==> src/rtl/fifo_flex.sv <==
// fifo_flex: parametrised single-clock FIFO with registered-read or first-word-fall-through
// output, level/threshold flags, synchronous flush and sticky overflow/underflow flags.
module fifo_flex #(
  parameter int unsigned DATA_WIDTH    = 8,
  parameter int unsigned DEPTH         = 128,
  parameter int unsigned FWFT          = 0,
  parameter int unsigned AFULL_THRESH  = DEPTH - 4,
  parameter int unsigned AEMPTY_THRESH = 4
) (
  input  logic                     CLKEXT,
  input  logic                     RST_N,
  input  logic                     FLUSH,
  input  logic                     WR_EN,
  input  logic [DATA_WIDTH-1:0]    DATA_IN,
  input  logic                     RD_EN,
  output logic [DATA_WIDTH-1:0]    DATA_OUT,
  output logic                     DATA_VALID,
  output logic                     FULL,
  output logic                     EMPTY,
  output logic                     ALMOST_FULL,
  output logic                     ALMOST_EMPTY,
  output logic [$clog2(DEPTH):0]   LEVEL,
  output logic                     OVERFLOW,
  output logic                     UNDERFLOW,
  input  logic                     ERR_CLR
);

  localparam int unsigned AW = $clog2(DEPTH);
  localparam int unsigned LW = AW + 1;

  // Reject illegal configurations at elaboration time
  if (DATA_WIDTH < 1 || DEPTH < 4 || (DEPTH & (DEPTH - 1)) != 0) begin : g_bad_depth
    $error("fifo_flex: DATA_WIDTH must be >=1 and DEPTH a power of 2 >= 4");
  end
  if (AFULL_THRESH < 1 || AFULL_THRESH > DEPTH || AEMPTY_THRESH > DEPTH - 1) begin : g_bad_thresh
    $error("fifo_flex: AFULL_THRESH must be 1..DEPTH and AEMPTY_THRESH 0..DEPTH-1");
  end

  logic [DATA_WIDTH-1:0] mem [DEPTH];
  logic [AW-1:0]         wr_ptr;
  logic [AW-1:0]         rd_ptr;
  logic [LW-1:0]         level;
  logic                  rd_ok;
  logic                  wr_ok;
  logic                  rd_do;
  logic                  wr_do;
  logic                  ovf_set;
  logic                  unf_set;

  // Flags decode only the registered level
  assign LEVEL        = level;
  assign FULL         = (level == LW'(DEPTH));
  assign EMPTY        = (level == '0);
  assign ALMOST_FULL  = (level >= LW'(AFULL_THRESH));
  assign ALMOST_EMPTY = (level <= LW'(AEMPTY_THRESH));

  // Request qualification; a write on full is legal only alongside a pop, flush masks everything
  always_comb begin
    rd_ok   = RD_EN & ~EMPTY;
    wr_ok   = WR_EN & (~FULL | rd_ok);
    rd_do   = rd_ok & ~FLUSH;
    wr_do   = wr_ok & ~FLUSH;
    ovf_set = ~FLUSH & WR_EN & ~wr_ok;
    unf_set = ~FLUSH & RD_EN & ~rd_ok;
  end

  // Pointers and level
  always_ff @(posedge CLKEXT or negedge RST_N) begin
    if (!RST_N) begin
      wr_ptr <= '0;
      rd_ptr <= '0;
      level  <= '0;
    end else if (FLUSH) begin
      wr_ptr <= '0;
      rd_ptr <= '0;
      level  <= '0;
    end else begin
      if (wr_do) wr_ptr <= wr_ptr + AW'(1);
      if (rd_do) rd_ptr <= rd_ptr + AW'(1);
      case ({wr_do, rd_do})
        2'b10:   level <= level + LW'(1);
        2'b01:   level <= level - LW'(1);
        default: level <= level;
      endcase
    end
  end

  // Storage array, not reset
  always_ff @(posedge CLKEXT) begin
    if (wr_do) mem[wr_ptr] <= DATA_IN;
  end

  // Sticky error flags; a new error wins over a same-cycle clear
  always_ff @(posedge CLKEXT or negedge RST_N) begin
    if (!RST_N) begin
      OVERFLOW  <= 1'b0;
      UNDERFLOW <= 1'b0;
    end else begin
      if (ovf_set)      OVERFLOW <= 1'b1;
      else if (ERR_CLR) OVERFLOW <= 1'b0;
      if (unf_set)      UNDERFLOW <= 1'b1;
      else if (ERR_CLR) UNDERFLOW <= 1'b0;
    end
  end

  if (FWFT == 0) begin : g_reg_read
    logic [DATA_WIDTH-1:0] dout_q;
    logic                  dvalid_q;

    // Registered read: one-cycle valid pulse per accepted pop, data held otherwise
    always_ff @(posedge CLKEXT or negedge RST_N) begin
      if (!RST_N) begin
        dout_q   <= '0;
        dvalid_q <= 1'b0;
      end else begin
        dvalid_q <= rd_do;
        if (rd_do) dout_q <= mem[rd_ptr];
      end
    end

    assign DATA_OUT   = dout_q;
    assign DATA_VALID = dvalid_q;
  end else begin : g_fwft
    // Head word presented straight from storage; forced to zero while empty so it stays defined
    assign DATA_OUT   = EMPTY ? '0 : mem[rd_ptr];
    assign DATA_VALID = ~EMPTY;
  end

endmodule

==> config.mk <==
export PLATFORM = sky130hd
export DESIGN_NAME = fifo_flex
export DESIGN_NICKNAME = d
export VERILOG_FILES = /design/src/rtl/fifo_flex.sv
export SDC_FILE = /design/constraint.sdc
export NUM_CORES = 1
export LEC_CHECK = 0
export ABC_AREA = 0
export CORE_MARGIN = 2
export CORE_UTILIZATION = 55
export CTS_BUF_LIST = sky130_fd_sc_hd__clkbuf_4 sky130_fd_sc_hd__clkbuf_8 sky130_fd_sc_hd__clkbuf_16
export DETAILED_ROUTE_END_ITERATION = 10
export GPL_TIMING_DRIVEN = 0
export HOLD_SLACK_MARGIN = 0.08
export PLACE_DENSITY_LB_ADDON = 0.15
export SLEW_MARGIN = 0
export SYNTH_ARGS = -nofsm -noshare
export SYNTH_HDL_FRONTEND = slang
export SYNTH_SLANG_ARGS = --single-unit
==> constraint.sdc <==
create_clock -name CLKEXT -period 3.69 [get_ports CLKEXT]
set_clock_uncertainty 0.1 [all_clocks]
set_input_delay 0.9225 -clock CLKEXT [delete_from_list [all_inputs] [get_ports CLKEXT]]
set_output_delay 0.9225 -clock CLKEXT [all_outputs]
set_load 0.01 [all_outputs]
==> summary.md <==
| Metric | Value |
|---|---|
| Outcome | finished with violations |
| Failing checks | setup timing |
| Num CTS Buffers | 104 |
| Die height | 279.3 um |
| Initial core utilization | 0.5579 |
| Initial DRC count | 3728 |
| Hold/Removal Path Class | in -> async |
| Final setup vio count | 4 |
| Post-placement setup slack | -1.362 ns |
| Avg Cell Area, Syn | 20.39 um2 |
| CP max FO | 10 |
| Final std cells w/o fill | 3260 |
| Async SR Flop Fraction | 0.03122 |
| Top FF cell, synth | edfxtp_1 |
| Synth unique cells | 65 |
| Total congestion overflow | 0 |
| Post-Synthesis Cell Area | 0.04167 mm2 |
| Root buffer cell | clkbuf_16 |
| Sequential-to-total area share from yosys stat | 0.7577 |
| CTS Buffer Depth | 3 |
| Skew-Pair Late Insertion Delay | 0.67 ns |
| Fraction of layout cells with a size suffix above 1 | 0.2661 |
| H-tree level count | 3 |
| Relative slew slack | 0.2111 |
| GR Util All Layers | 0.3309 |
| Placed cell count | 3060 |
| Pleak | 14.74 nW |
| Pwr per Cell Area | 663.4 mW/mm2 |
| Crit path required time | 4.16 ns |
| WS Path Type | reg -> reg |
| I/O Buffers | 36 |
| Largest net degree at the start of global routing | 94 |
| DRC violations left | 0 |
| R2R setup slack | -0.12 ns |
| Yosys reg bits | 1057 |
| Vias in the first global route | 21926 |
| Max Cap Viol | 0 |
| Die footprint | 0.07799 mm2 |
| Routed vias | 22522 |
| Reg2reg start | rd_ptr[2]$_DFFE_PN0P_ |
| WL/cell | 38.83 um |
| Final nets | 2221 |
| Area used by multi-input combinational logic | 0.009826 mm2 |
| Antenna Nets Post-Route | 0 |
| First-pass GRT wire length | 174.3 mm |
| CTS sink cnt | 1057 |
| Endpoint type of the worst setup path | register |
| Number of synthesis warnings | 0 |
| Fin. Hold Viols | 0 |
| Core box area | 0.07470 mm2 |
| Initial antenna violation count | 6 |
| CTS tree | yes |
| Worst r2r path cells | 8 |
| DRT Wirelength | 126.6 mm |
| Tmin final | 3.814 ns |
| DP HPWL | 82.05 mm |
| # rows | 100 |
| Gpl congestion | 0.9615 |
| RSZ-0062 raised after global routing | no |
| Slew Viols, Final | 0 |
| Worst Tran Pin Value | 1.183 ns |
| Area delta synth->final | 13.84% |
| Final worst slack | -0.1245 ns |
| DR pass1 iterations | 7 |
| Reg2reg end | DATA_OUT[3]$_DFFE_PN0P_ |
| Setup crit start kind | register |
| Clk slew on worst S/H paths | 0.06 ns |
| I/O Pins | 37 |
| Worst hold slack | 0.2939 ns |
| Max VDD drop | 0.4666 mV |
| Fillcell total | 5061 |
| Max Fclk | 262.2 MHz |
| FF/Latch Area | 0.03158 mm2 |
| Syn Inst Count | 2044 |
| Tot Pwr | 31.47 mW |
| Crit share post-route | 1.034 |
| Via density | 6.909 |
| Number of synthesized flops with an enable pin | 1024 |
| CP arrival | 4.29 ns |
| Syn nets | 2064 |
| Die Wd | 279.3 um |
==> per-layer routing <==
metal	track usage	part of all wire
met3	0.07648	0.12
met2	0.4924	0.45
met5	0	0.00014
met4	0.1660	0.056
met1	0.4663	0.37
==> flip-flops by register name, summed over array words and instances, names as in the netlist <==
register    count
rd_ptr          7
wr_ptr          7
DATA_OUT        8
LEVEL           8
UNDERFLOW       1
mem          1024
OVERFLOW        1
DATA_VALID      1
==> metrics by stage <==
step	setup TNS (ns)	cell area, um2	utilization
6_report	-0.3323	47440	0.6351
5_1_grt	0	47440	0.6351
4_1_cts	-14.86	47350	0.6338
3_5_place_dp	-879.55	43490	0.5823
3_3_place_gp	-2680.35	43250	0.5790
2_1_floorplan	0	41680	-
==> cells by family (layout without fill, tap and decap cells) <==
logic type                 count (synthesis)  in the layout  share of synthesized area
muxes                                    334            334                     0.1552
and+or+nand+nor                          329            329                    0.03633
other                                      0              2                          0
AOI/OAI and AO/OA                        180            180                    0.02948
adders and majority gates                  7              7                   0.002042
DFF                                     1057           1057                     0.7577
xor gates and xnor gates                  14             14                   0.002942
buffers and inverters                    123            368                    0.01633
==> cell type report <==
type                            count  share of cell area
Antenna cell                        2           0.0001055
Buffer                            111             0.01556
Clock buffer                      141             0.06187
Clock inverter                     53            0.009864
Inverter                           11           0.0008703
Multi-Input combinational cell    864              0.2071
Sequential cell                  1057              0.6656
Tap cell                          969             0.02556
Timing Repair Buffer               52             0.01350
==> cells in the mapped netlist (7+ instances only) <==
master	number	area (um2)
dfrtp_1	33	825.8
buf_1	7	26.28
inv_1	8	30.03
buf_4	19	142.6
nor3_1	14	70.07
nor2_1	176	660.6
o22ai_1	26	162.7
or3_1	9	56.30
a211oi_1	13	97.59
buf_6	11	123.9
a22oi_1	23	172.7
mux2i_1	86	860.8
nand3_1	20	100.1
o221ai_1	12	105.1
clkbuf_1	35	131.4
a221oi_1	10	87.58
nand2_1	48	180.2
xnor2_1	7	61.31
mux4_2	226	5090
o21ai_0	26	130.1
a21oi_1	30	150.1
buf_2	39	195.2
edfxtp_1	1024	30750
nor2b_1	15	93.84
mux4_1	18	473.0
nand2b_1	7	43.79
xor2_1	7	61.31
==> worst max-delay path, cell delays in order, from the launching register on <==
cell      delay (ns)
dfrtp_1         0.51
buf_2           0.33
nor2b_1         0.90
clkbuf_2        0.64
a22oi_1         0.21
a21oi_1         0.38
o21ai_1         0.26
a31o_2          0.30
o31ai_1         0.06
==> report_power, final <==
| part | switching (mW) | internal (mW) | total, mW |
|---|---|---|---|
| combinational | 4.53 | 2.93 | 7.46 |
| sequential | 0.164 | 13.3 | 13.4 |
| clock | 4.50 | 6.07 | 10.6 |
| total | 9.20 | 22.3 | 31.5 |
==> layout by cell type (no fill, tap or decap), drive strengths merged, types with 9 or more instances in the layout <==
cell type,instances
mux2i,86
nand2,48
inv,13
a211oi,13
o221ai,12
nor2b,15
dfrtp,33
or3,9
nor2,176
edfxtp,1024
a21oi,30
o21ai,27
o22ai,26
a221oi,10
a22oi,23
clkdlybuf4s50,26
clkinv,43
clkbuf,181
buf,92
mux4,244
nor3,14
nand3,22
==> repair_timing <==
action	CTS	global route
hold buffers	0	0
buffers inserted	5	0
gates cloned	0	0
pin swaps	1	0
gates resized for setup	131	38
setup endpoints to repair	817	867
==> worst max path at each step <==
| stage | startpoint | to | slack, ns | depth (start not counted) |
|---|---|---|---|---|
| global route | rd_ptr[1]$_DFFE_PN0P_ | DATA_OUT[6]$_DFFE_PN0P_ | 0.0006 | 9 |
| finish | rd_ptr[2]$_DFFE_PN0P_ | DATA_OUT[3]$_DFFE_PN0P_ | -0.12 | 8 |
| detailed placement | RD_EN | mem[48][2]$_DFFE_PP_ | -1.36 | 8 |
| global placement | DATA_IN[4] | mem[16][4]$_DFFE_PP_ | -2.10 | 1 |
| floorplan | FLUSH | LEVEL[4]$_DFFE_PN0P_ | 0.25 | 11 |
| CTS | RD_EN | mem[65][4]$_DFFE_PP_ | -0.21 | 8 |
Note: power is estimated with default switching activity, not from simulation.
